**src/rtl/instruction_fetch_unit.sv**
```systemverilog
// Fetch stage: drives word reads to instruction memory, buffers {pc, instr} in a small FIFO,
// and flushes on redirect. Define INSTR_FETCH_PERF_EN to add the fetch_count_o pop counter.
module instruction_fetch_unit #(
  parameter logic [31:0] RESET_PC   = 32'h0000_0000,
  parameter int          FIFO_DEPTH = 2
) (
  input  logic        clk,
  input  logic        rst_n,
  output logic        mem_req_o,
  output logic [31:0] mem_addr_o,
  input  logic        mem_ack_i,
  input  logic [31:0] mem_rdata_i,
  input  logic        redirect_i,
  input  logic [31:0] redirect_pc_i,
  output logic [31:0] instr_o,
  output logic [31:0] pc_o,
  output logic        instr_valid_o,
  input  logic        instr_ready_i
`ifdef INSTR_FETCH_PERF_EN
  ,
  output logic [31:0] fetch_count_o
`endif
);

  localparam int PTR_W = (FIFO_DEPTH > 1) ? $clog2(FIFO_DEPTH) : 1;
  localparam int CNT_W = PTR_W + 1;

  typedef enum logic [1:0] {
    S_IDLE    = 2'd0,
    S_REQ     = 2'd1,
    S_DISCARD = 2'd2
  } state_t;

  state_t             state_q, state_d;
  logic [31:0]        fetch_pc_q, fetch_pc_d;
  logic               mem_req_q, mem_req_d;
  logic [31:0]        mem_addr_q, mem_addr_d;
  logic [CNT_W-1:0]   count_q, count_d;
  logic [PTR_W-1:0]   rd_ptr_q, rd_ptr_d;
  logic [PTR_W-1:0]   wr_ptr_q, wr_ptr_d;

  logic [31:0]        instr_mem [FIFO_DEPTH];
  logic [31:0]        pc_mem    [FIFO_DEPTH];

  logic               push;
  logic               pop;
  logic               free;

  assign instr_valid_o = (count_q != '0);
  assign instr_o       = instr_valid_o ? instr_mem[rd_ptr_q] : 32'h0;
  assign pc_o          = instr_valid_o ? pc_mem[rd_ptr_q]    : 32'h0;
  assign mem_req_o     = mem_req_q;
  assign mem_addr_o    = mem_addr_q;

  // A redirect kills both the head being offered and any response landing this cycle.
  assign pop  = instr_valid_o && instr_ready_i && !redirect_i;
  assign push = (state_q == S_REQ) && mem_ack_i && !redirect_i;

  always_comb begin
    count_d  = count_q;
    rd_ptr_d = rd_ptr_q;
    wr_ptr_d = wr_ptr_q;
    if (redirect_i) begin
      count_d  = '0;
      rd_ptr_d = '0;
      wr_ptr_d = '0;
    end else begin
      if (push) wr_ptr_d = wr_ptr_q + PTR_W'(1);
      if (pop)  rd_ptr_d = rd_ptr_q + PTR_W'(1);
      count_d = count_q + CNT_W'(push) - CNT_W'(pop);
    end
  end

  assign free = (count_d < CNT_W'(FIFO_DEPTH));

  always_comb begin
    state_d    = state_q;
    fetch_pc_d = fetch_pc_q;
    mem_req_d  = mem_req_q;
    mem_addr_d = mem_addr_q;
    case (state_q)
      S_IDLE: begin
        mem_req_d = 1'b0;
        if (redirect_i) fetch_pc_d = redirect_pc_i;
        if (free) begin
          state_d    = S_REQ;
          mem_req_d  = 1'b1;
          mem_addr_d = fetch_pc_d;
        end
      end
      S_REQ: begin
        if (mem_ack_i) begin
          if (redirect_i) begin
            fetch_pc_d = redirect_pc_i;
            mem_addr_d = redirect_pc_i;
            mem_req_d  = 1'b1;
          end else begin
            fetch_pc_d = fetch_pc_q + 32'd4;
            if (free) begin
              mem_addr_d = fetch_pc_d;
              mem_req_d  = 1'b1;
            end else begin
              state_d   = S_IDLE;
              mem_req_d = 1'b0;
            end
          end
        end else if (redirect_i) begin
          // Old request stays on the bus until its ack arrives; that data is dropped.
          fetch_pc_d = redirect_pc_i;
          state_d    = S_DISCARD;
        end
      end
      S_DISCARD: begin
        if (redirect_i) fetch_pc_d = redirect_pc_i;
        if (mem_ack_i) begin
          state_d    = S_REQ;
          mem_req_d  = 1'b1;
          mem_addr_d = fetch_pc_d;
        end
      end
      default: begin
        state_d   = S_IDLE;
        mem_req_d = 1'b0;
      end
    endcase
  end

  always_ff @(posedge clk) begin
    if (!rst_n) begin
      state_q    <= S_IDLE;
      fetch_pc_q <= RESET_PC;
      mem_req_q  <= 1'b0;
      mem_addr_q <= 32'h0;
      count_q    <= '0;
      rd_ptr_q   <= '0;
      wr_ptr_q   <= '0;
    end else begin
      state_q    <= state_d;
      fetch_pc_q <= fetch_pc_d;
      mem_req_q  <= mem_req_d;
      mem_addr_q <= mem_addr_d;
      count_q    <= count_d;
      rd_ptr_q   <= rd_ptr_d;
      wr_ptr_q   <= wr_ptr_d;
    end
  end

  // Buffer storage carries no reset; the outputs are masked while empty.
  always_ff @(posedge clk) begin
    if (push) begin
      instr_mem[wr_ptr_q] <= mem_rdata_i;
      pc_mem[wr_ptr_q]    <= fetch_pc_q;
    end
  end

`ifdef INSTR_FETCH_PERF_EN
  logic [31:0] fetch_count_q;

  always_ff @(posedge clk) begin
    if (!rst_n) begin
      fetch_count_q <= 32'h0;
    end else if (pop) begin
      fetch_count_q <= fetch_count_q + 32'd1;
    end
  end

  assign fetch_count_o = fetch_count_q;
`endif

endmodule

```
**config.mk**
```make
export PLATFORM = sky130hd
export DESIGN_NAME = instruction_fetch_unit
export DESIGN_NICKNAME = d
export VERILOG_FILES = /design/src/rtl/instruction_fetch_unit.sv
export SDC_FILE = /design/constraint.sdc
export NUM_CORES = 1
export LEC_CHECK = 0
export CAP_MARGIN = 20
export CORE_MARGIN = 2
export CORE_UTILIZATION = 28
export CTS_CLUSTER_DIAMETER = 50
export DETAILED_ROUTE_END_ITERATION = 16
export GPL_ROUTABILITY_DRIVEN = 0
export PLACE_DENSITY = 0.48
export SLEW_MARGIN = 40
export SYNTH_ARGS = -nofsm -noshare
export SYNTH_HDL_FRONTEND = slang
export SYNTH_SLANG_ARGS = --single-unit
```
**constraint.sdc**
```tcl
create_clock -name clk -period 5.7 [get_ports clk]
set_input_delay 1.14 -clock clk [delete_from_list [all_inputs] [get_ports clk]]
set_output_delay 1.14 -clock clk [all_outputs]
set_load 0.01 [all_outputs]
```
# After elaboration in Yosys (flattened, before gate mapping)
# Memory sizes are Yosys's and may differ from the RTL's. A register that Yosys moved wholly into a read port is not among the register bits.
# Index checks and enable logic that the tools add are counted.
# totals
wordCells,70
ff_bits,71
inputBits,69
latchBits,0
romBits,0
mem_bits_rw,128
mem_count,2
out_inout_bits,98
# classes
add_sub_neg,5
reduce_logical,14
multipliers,0
bitwise_logic,1
mux,31
order_cmp,1
div_mod_pow,0
n_eq_ne,9
n_shift,0
# memory_table
name,depth,word_bits,read_ports,rd_ports_with_merged_regs,wr,line,rtl
instr_mem,2,32,1,1,1,42,logic [31:0] instr_mem [FIFO_DEPTH];
pc_mem,2,32,1,1,1,43,logic [31:0] pc_mem [FIFO_DEPTH];
# op_table
cell,count
2-to-1 mux 32 bit,10
case mux 32 bit (3 select lines),1
case mux 32 bit (2 select lines),1
"adder 32 x 3 -> 32 bit, second input constant",1
2-to-1 mux 2 bit,7
"inequality test 3 bit, second input constant",4
2-to-1 mux 1 bit,10
AND reduction 5 bit,2
"inequality test 2 bit, second input constant",3
case mux 2 bit (3 select lines),1
logical AND 1 bit,4
nonzero test 2 bit,2
OR reduction 2 bit,2
case mux 1 bit (3 select lines),1
nonzero test 3 bit,1
"adder 1 bit, second input constant",2
adder 2 x 1 -> 2 bit,1
"equality test 2 x 1 -> 1 bit, second input constant",1
"equality test 2 bit, second input constant",1
logical NOT 2 bit,1
"less-than comparator 2 bit, second input constant",1
AND reduction 2 bit,1
subtractor 2 x 1 -> 2 bit,1
logical NOT 1 bit,1
NOT 1 bit,1

# Logic depth before layout (Yosys ltp)
# Gate-level depths: netlist of the first run.
# depth
ltp_word,11
depth_mapped,15
depth_no_buf,12

# Least setup slack after synthesis of the first run
# Ideal clock, no wire load.
# synth_path
path_type,input-to-reg
start,in redirect_i
end,"mem instr_mem[0][0], enable pin"
arrival_time_ns,4.392
setup_time_ns,0.486
n_path_buf,1
slack_ns,0.822
path_stages,5
required_time_ns,5.214
cell_sequence,buf_2 > clkinv_1 > and3_1 > inv_1 > nor2_1
# synth_between
elab_chain_cells,4
# synth_lines
item,line,rtl
start: declaration,13,"input logic redirect_i,"
logical NOT 1 bit,57,assign push = (state_q == S_REQ) && mem_ack_i && !redirect_i;
logical AND 1 bit,57,
2-to-1 mux 1 bit,150,if (push) begin
2-to-1 mux 1 bit (not written as such),151,instr_mem[wr_ptr_q] <= mem_rdata_i;
end: declaration,42,
# Every way passes these cells.

# Final worst setup path of the first run
# layout_path
start,in mem_ack_i
end,reg mem_addr_q[26] (netlist: mem_addr_o[26])
# layout_between
elab_chain_cells,8
word_cells_on_any_way,11
classes_between,add/sub (2); order compare (1); eq/ne (4); mux (1); reduce/logical (3)
# layout_lines
item,line,rtl
start: declaration,11,"input logic mem_ack_i,"
logical AND 1 bit (2 in a row),57,
adder 2 x 1 -> 2 bit,70,count_d = count_q + CNT_W'(push) - CNT_W'(pop);
subtractor 2 x 1 -> 2 bit,70,
2-to-1 mux 2 bit,63,if (redirect_i) begin
less-than comparator 2 bit,74,assign free = (count_d < CNT_W'(FIFO_DEPTH));
inequality test 3 bit (no line) or inequality test 2 bit (tied branches),-,
AND reduction 5 bit (no line) (*),-,
end signal: assignment,141,mem_addr_q <= mem_addr_d;
end: declaration,37,"logic [31:0] mem_addr_q, mem_addr_d;"
# Every way passes the cells marked *; elsewhere a longest branch is shown, timed or not.
# A chain may end at the register's enable or synchronous reset.

==> impl_metrics.csv, run 1 <==
group,metric,value,unit
clocking,cts_hold_buf,0,
power_and_ir_drop,p_int,2.38,mW
floorplanning,start_util,28.3,%
synth,netlist_top_cells_area,"edfxtp_1 (42%), dfxtp_1 (16%), mux2i_1 (7.6%)",
synth,ys_types,68,
critical_path,critPathKind,"in2reg",
flow_run,cap_violations,0,
detailed_routing,avgRoutedWirePerCell,19.5,µm
synth,synthCells,836,
synth,synth_nets,908,
sta,grt_setup_unrepaired,"no",
grt,grt_pass1_vias,6860,
layout,fin_nets,1040,
critical_path,arrival,4.46,ns
power_and_ir_drop,irDropWorstVdd,0.000202,V
placed_design,dp_hpwl,18.3,mm
grt,gr-total-overflow,0,
layout,fillers,3247,
critical_path,timing.rr.start,"state_q[0]$_SDFFE_PN0P_",
synth,synth.yosys.seq_area_share,57.6,%
floorplanning,io_pins,167,
detailed_routing,drt_first_pass_iters,6,
sta,skew,0.0120,ns
synth,synth_top_cell_by_area,"edfxtp_1",
detailed_routing,drt-initial-drc-count,478,
power_and_ir_drop,power_frac_comb,10.4,%
power_and_ir_drop,p_per_area,272,nW/µm²
clocking,cts_resized,0,
sta,maxSlewHeadroom,48.8,%
clocking,ctsRootBufferMaster,"clkbuf_16",
floorplanning,fp.dieH,185,µm
synth,synth_common_cells,"edfxtp_1 (128), nor2_1 (105), dfxtp_1 (72), mux2i_1 (70)",
grt,grt_max_degree,65,
layout,antenna_cells,0,
detailed_routing,route.detailed.drc,0,
sta,tightest_slew,0.767,ns
critical_path,endpoint_kind,"register",
layout,multiInputGateArea,3580,µm²
min_path,hp-class,"reg2reg",
min_path,worstHoldStart,"mem_addr_o[10]$_SDFFE_PN0P_",
critical_path,slowest_delay,0.70,ns
synth,synth_edf_count,128,
synth,synth_top_area_share,41.9,%
synth,synth-seq-cells,200,
sta,fmax,245,MHz
clocking,path_clk_slew,0.08,ns
critical_path,critical_path.startpoint,"mem_ack_i",
critical_path,crit_family,"compound AO/OA/AOI/OAI gates",
power_and_ir_drop,pwr-share-clk,38.1,%
detailed_routing,drt_wl_total,27.8,mm
placed_design,portBuffers,166,
critical_path,cpMaxStageDelayCell,"o221a_2",
clocking,cts_tree,"built",
floorplanning,row_count,66,
sta,fin_crit,4.09,ns
grt,track_usage,16.2,%
clocking,cts_buffers,17,
clocking,clockBufferDepth,2,
detailed_routing,antenna_left,0,
power_and_ir_drop,seqPwrFrac,51.5,%
synth,yosys_warnings,0,
sta,tns,0,ns
critical_path,crit_path_cell_trace,"clkdlybuf4s50_1, and3_1, inv_1, ha_1, inv_1, ha_1, xnor3_1, o221a_2, nand3_2, a211oi_1, a311o_1",
synth,syn_area_per_cell,11.0,µm²
synth,async_flop_share,0,%
grt,antenna_found_initial,0,
layout,seq_area,5290,µm²
clocking,cts_sinks,200,
outcome,status,"finished clean",
clocking,htreeDepth,4,
critical_path,worst-path-max-fanout,27,
layout,syn2layout_area_growth,29.1,%
sta,finalMaxSlewViolations,0,
clocking,cts_setup_buffers,0,
power_and_ir_drop,power.switching,0.837,mW
clocking,clkLatencyLatePin,0.43,ns
floorplanning,die-area,34300,µm²
critical_path,start_kind,"input pin",
detailed_routing,vias,7096,
sta,hold_viol,0,
floorplanning,dieWidth,185,µm
sta,setup_violations,0,
critical_path,cp.buffers_inverters,3,
synth,netlist_area,9180,µm²
grt,grt_pass1_wl,41.8,mm
critical_path,worstPathRequired,6.07,ns
detailed_routing,vias_per_cell,4.99,
layout,drive_gt1_share,6.73,%
floorplanning,core-area,32500,µm²
synth,synth_flop_cell,"edfxtp_1",
synth,synth_most_common_cell,"edfxtp_1",
sta,timing.hold.ws,0.464,ns
sta,fin_crit_sh,71.7,%
power_and_ir_drop,switching_share,26.0,%
power_and_ir_drop,power.leakage,3.79,nW
==> power by group through the flow <==
stage                     registers, mW  clock network [mW]  logic (mW)
after floorplan                    1.67                   0       0.172
after global placement             1.69                   0       0.331
final                              1.66                1.23       0.335
after detailed placement           1.69                   0       0.336
after CTS                          1.66                1.26       0.338
after global routing               1.67                1.33       0.364
==> worst reg2reg max path, stage by stage, from the launching register on <==
cell      delay (ns)
dfxtp_1         0.50
nor2b_1         0.21
and3_1          0.19
inv_1           0.13
ha_1            0.31
inv_1           0.04
ha_1            0.17
xnor3_1         0.48
o221a_2         0.70
nand3_2         0.25
a211oi_1        0.27
a311o_1         0.15
==> path summary, 6_finish.rpt <==
path | endpoint | cells after the start | slack, ns
hold reg to reg | mem_addr_o[10]$_SDFFE_PN0P_ | 2 | 0.46
setup / recovery | mem_addr_o[26]$_SDFFE_PN0P_ | 11 | 1.61
hold / removal | mem_addr_o[10]$_SDFFE_PN0P_ | 2 | 0.46
setup reg to reg | mem_addr_o[26]$_SDFFE_PN0P_ | 11 | 2.25
==> flip-flops by register name (all words and copies together) (netlist names), named ones only <==
name	count
pc_mem	64
mem_addr_o	32
count_q	2
wr_ptr_q	1
instr_mem	64
state_q	2
rd_ptr_q	1
fetch_pc_q	32
mem_req_o	1
==> metrics by stage <==
step	util [%]	std cells	power (mW)	worst slack, ns	area (µm²)
6_report	36.5	1423	3.22	1.61	11900
5_1_grt	36.5	1423	3.36	1.31	11900
4_1_cts	36.5	1423	3.25	1.63	11900
3_5_place_dp	34.7	1391	2.03	1.17	11300
3_3_place_gp	34.6	1390	2.02	1.28	11200
2_1_floorplan	-	836	1.84	0.822	9180
==> area by class of cell <==
| class | instances | area share (%) |
|---|---|---|
| flip-flops and latches | 200 | 44.6 |
| multi-input cells | 560 | 30.2 |
| repair buffers | 179 | 15.2 |
| well taps | 442 | 4.67 |
| clock buffers | 18 | 3.62 |
| clock inverters | 14 | 1.32 |
| inverters | 10 | 0.317 |
==> logic make-up after synthesis <==
| kind of cell | after synthesis | synth area share, % |
|---|---|---|
| AO/OA/AOI/OAI | 163 | 12.0 |
| buffers and inverters | 76 | 3.75 |
| XOR/XNOR | 25 | 2.53 |
| adder cells (fa/ha/maj) | 3 | 0.409 |
| AND/OR/NAND/NOR | 299 | 16.1 |
| multiplexers | 70 | 7.63 |
| flip-flops | 200 | 57.6 |
==> routing by layer <==
layer | GRT usage (%) | part of all wire, %
met1 | 22.7 | 49
met5 | 0 | 0
met4 | 3.37 | 0.91
met2 | 25.9 | 46
met3 | 3.46 | 4.8
==> cells in the final DEF (no fill, tap or decap), drive strengths merged, types with 8 or more instances in the layout <==
| cell | count |
|---|---|
| nor3 | 22 |
| nand4 | 17 |
| buf | 14 |
| nand2b | 12 |
| nand3 | 45 |
| clkdlybuf4s50 | 165 |
| o211ai | 9 |
| xor2 | 9 |
| nor4 | 8 |
| clkbuf | 18 |
| nand2 | 46 |
| a21oi | 46 |
| and3 | 15 |
| nor2 | 105 |
| o21ai | 29 |
| o31ai | 9 |
| o22ai | 9 |
| xnor2 | 15 |
| dfxtp | 72 |
| edfxtp | 128 |
| inv | 17 |
| mux2i | 70 |
Note: power is estimated with default switching activity, not from simulation.
==> run 2, diff against run 1 <==
Settings changed: PLACE_DENSITY 0.48 to 0.5.
Clock period 5.7 ns to 3.6 ns, I/O delays scaled along.
==> run 2 against run 1 <==
  * Via count is 0.35% higher
  * Register-to-register slack worse by 1.6 ns
  * First-iteration DRC count up 21%
  * Sequential cell count unchanged
  * Clock power increased by 47%
  * Wire length down 2.8%
  * Sequential power grew 58%
  * Global-route usage shrank 0.55 points
  * Clock skew grew 0.0049 ns
  * Power increased by 55%
  * Sequential share of layout area fell by 0.29 points
  * Core utilization is 0.24 points higher
  * Critical endpoint unchanged
==> impl_metrics.csv, run 2 (synthesis gave the netlist of run 1 again) <==
group,metric,value,unit
grt,grt_max_degree,65,
grt,antenna_found_initial,0,
layout,fin_nets,1055,
clocking,ctsRootBufferMaster,"clkbuf_16",
floorplanning,core-area,32500,µm²
critical_path,arrival,3.33,ns
clocking,htreeDepth,4,
layout,instances_no_fill,1437,
sta,grt_setup_unrepaired,"no",
grt,grt_pass1_wl,40.6,mm
critical_path,cp.buffers_inverters,3,
clocking,cts_resized,0,
critical_path,crit_family,"compound AO/OA/AOI/OAI gates",
critical_path,slowest_delay,0.50,ns
critical_path,start_kind,"input pin",
clocking,cts_tree,"built",
clocking,cts_hold_buf,0,
placed_design,dp_hpwl,18.2,mm
floorplanning,dieWidth,185,µm
sta,skew,0.0169,ns
sta,tns,0,ns
clocking,cts_sinks,200,
floorplanning,row_count,66,
layout,antenna_cells,0,
power_and_ir_drop,power.leakage,3.84,nW
power_and_ir_drop,total_power,4.98,mW
floorplanning,start_util,28.3,%
layout,mostFrequentLayoutCell,"clkdlybuf4s50_1",
placed_design,post-place-cells,1406,
floorplanning,io_pins,167,
critical_path,worstPathRequired,3.93,ns
sta,hold_viol,0,
clocking,path_clk_slew,0.08,ns
layout,fin_util,36.8,%
placed_design,portBuffers,166,
clocking,clkLatencyLatePin,0.44,ns
detailed_routing,drt_first_pass_iters,6,
sta,fmax,333,MHz
floorplanning,die-area,34300,µm²
power_and_ir_drop,irDropWorstVdd,0.000305,V
detailed_routing,drt-initial-drc-count,578,
sta,maxSlewHeadroom,50.1,%
detailed_routing,antenna_left,0,
layout,largest_registers,"instr_mem (64), pc_mem (64)",
detailed_routing,route.detailed.drc,0,
critical_path,endpoint_kind,"register",
layout,fillers,3229,
floorplanning,fp.dieH,185,µm
detailed_routing,drt_wl_total,27.0,mm
detailed_routing,vias_per_cell,4.96,
detailed_routing,vias,7121,
outcome,status,"finished clean",
sta,finalMaxSlewViolations,0,
clocking,cts_setup_buffers,0,
critical_path,crit_path_cell_trace,"clkdlybuf4s50_1, and3_1, inv_1, ha_1, inv_1, ha_1, xnor3_1, o221a_2, nand3_2, nor2_1, a311o_1",
grt,grt_pass1_vias,6774,
layout,final_cell_mix,"clkdlybuf4s50_1 (165), edfxtp_1 (128), nor2_1 (103)",
grt,track_usage,15.7,%
layout,syn2layout_area_growth,30.0,%
min_path,hp-class,"reg2reg",
sta,setup_violations,0,
clocking,clockBufferDepth,2,
sta,fin_crit_sh,83.5,%
detailed_routing,avgRoutedWirePerCell,18.8,µm
clocking,cts_buffers,17,
critical_path,cpMaxStageDelayCell,"clkdlybuf4s50_1",
flow_run,cap_violations,0,
critical_path,critPathKind,"in2reg",
critical_path,worst-path-max-fanout,16,
power_and_ir_drop,p_per_area,417,nW/µm²
sta,tightest_slew,0.749,ns
sta,fin_crit,3.00,ns
grt,gr-total-overflow,0,
layout,drive_gt1_share,7.84,%
-- run 2: cell count changes in the layout (fill, tap and decap cells not counted), sizes merged --
cell      delta
buf         +15
clkbuf       +1
clkinv       -3
clkinvlp     +3
bufinv       -1
inv          -1
-- run 2: layer usage --
layer  global-route usage (%)  up-vias  part of all wire (%)
li1                         -     3418                     -
met1                     21.9     3431                    48
met2                     24.3      243                    44
met3                     3.38       29                   5.7
met4                     4.92        0                   2.0
met5                        0        -                     0
-- run 2: final timing paths --
kind,endpoint,start,cells after the start,slack (ns)
min reg2reg,mem_addr_o[8]$_SDFFE_PN0P_,mem_addr_o[8]$_SDFFE_PN0P_,2,0.47
max,mem_addr_o[26]$_SDFFE_PN0P_,mem_ack_i,11,0.60
min,mem_addr_o[8]$_SDFFE_PN0P_,mem_addr_o[8]$_SDFFE_PN0P_,2,0.47
max reg2reg,mem_addr_o[26]$_SDFFE_PN0P_,state_q[0]$_SDFFE_PN0P_,11,0.67
-- run 2: metrics by stage --
stage	hold WS (ns)	setup slack [ns]	instance area, µm²
floorplan	0.420	0.0103	9190
global placement	0.458	0.145	11400
detailed placement	0.453	0.121	11400
CTS	0.468	0.546	11900
global route	0.489	0.457	11900
finish	0.469	0.595	11900
-- run 2: layout make-up --
class	count	area, µm²	share of cell area (%)
Clock buffer	19	433	3.63
Tap cell	442	553	4.64
Multi-Input combinational cell	560	3570	29.9
Sequential cell	200	5290	44.3
Inverter	10	37.5	0.315
Timing Repair Buffer	194	1940	16.3
Clock inverter	12	109	0.912
-- run 2: worst register-to-register path, cell delays in order (launching register included) --
cell and delay (ns):
dfxtp_1 0.50, nor2b_1 0.21, and3_1 0.19, inv_1 0.06, ha_1 0.28, inv_1 0.06
ha_1 0.13, xnor3_1 0.40, o221a_2 0.45, nand3_2 0.16, nor2_1 0.05, a311o_1 0.35
-- run 2: report_power, final --
group / internal (mW) / switching (mW) / total [mW] / leakage [nW]
Combinational: 0.264 / 0.274 / 0.538 / 1.82
Sequential: 2.53 / 0.0966 / 2.62 / 1.77
Clock: 0.907 / 0.907 / 1.81 / 0.257
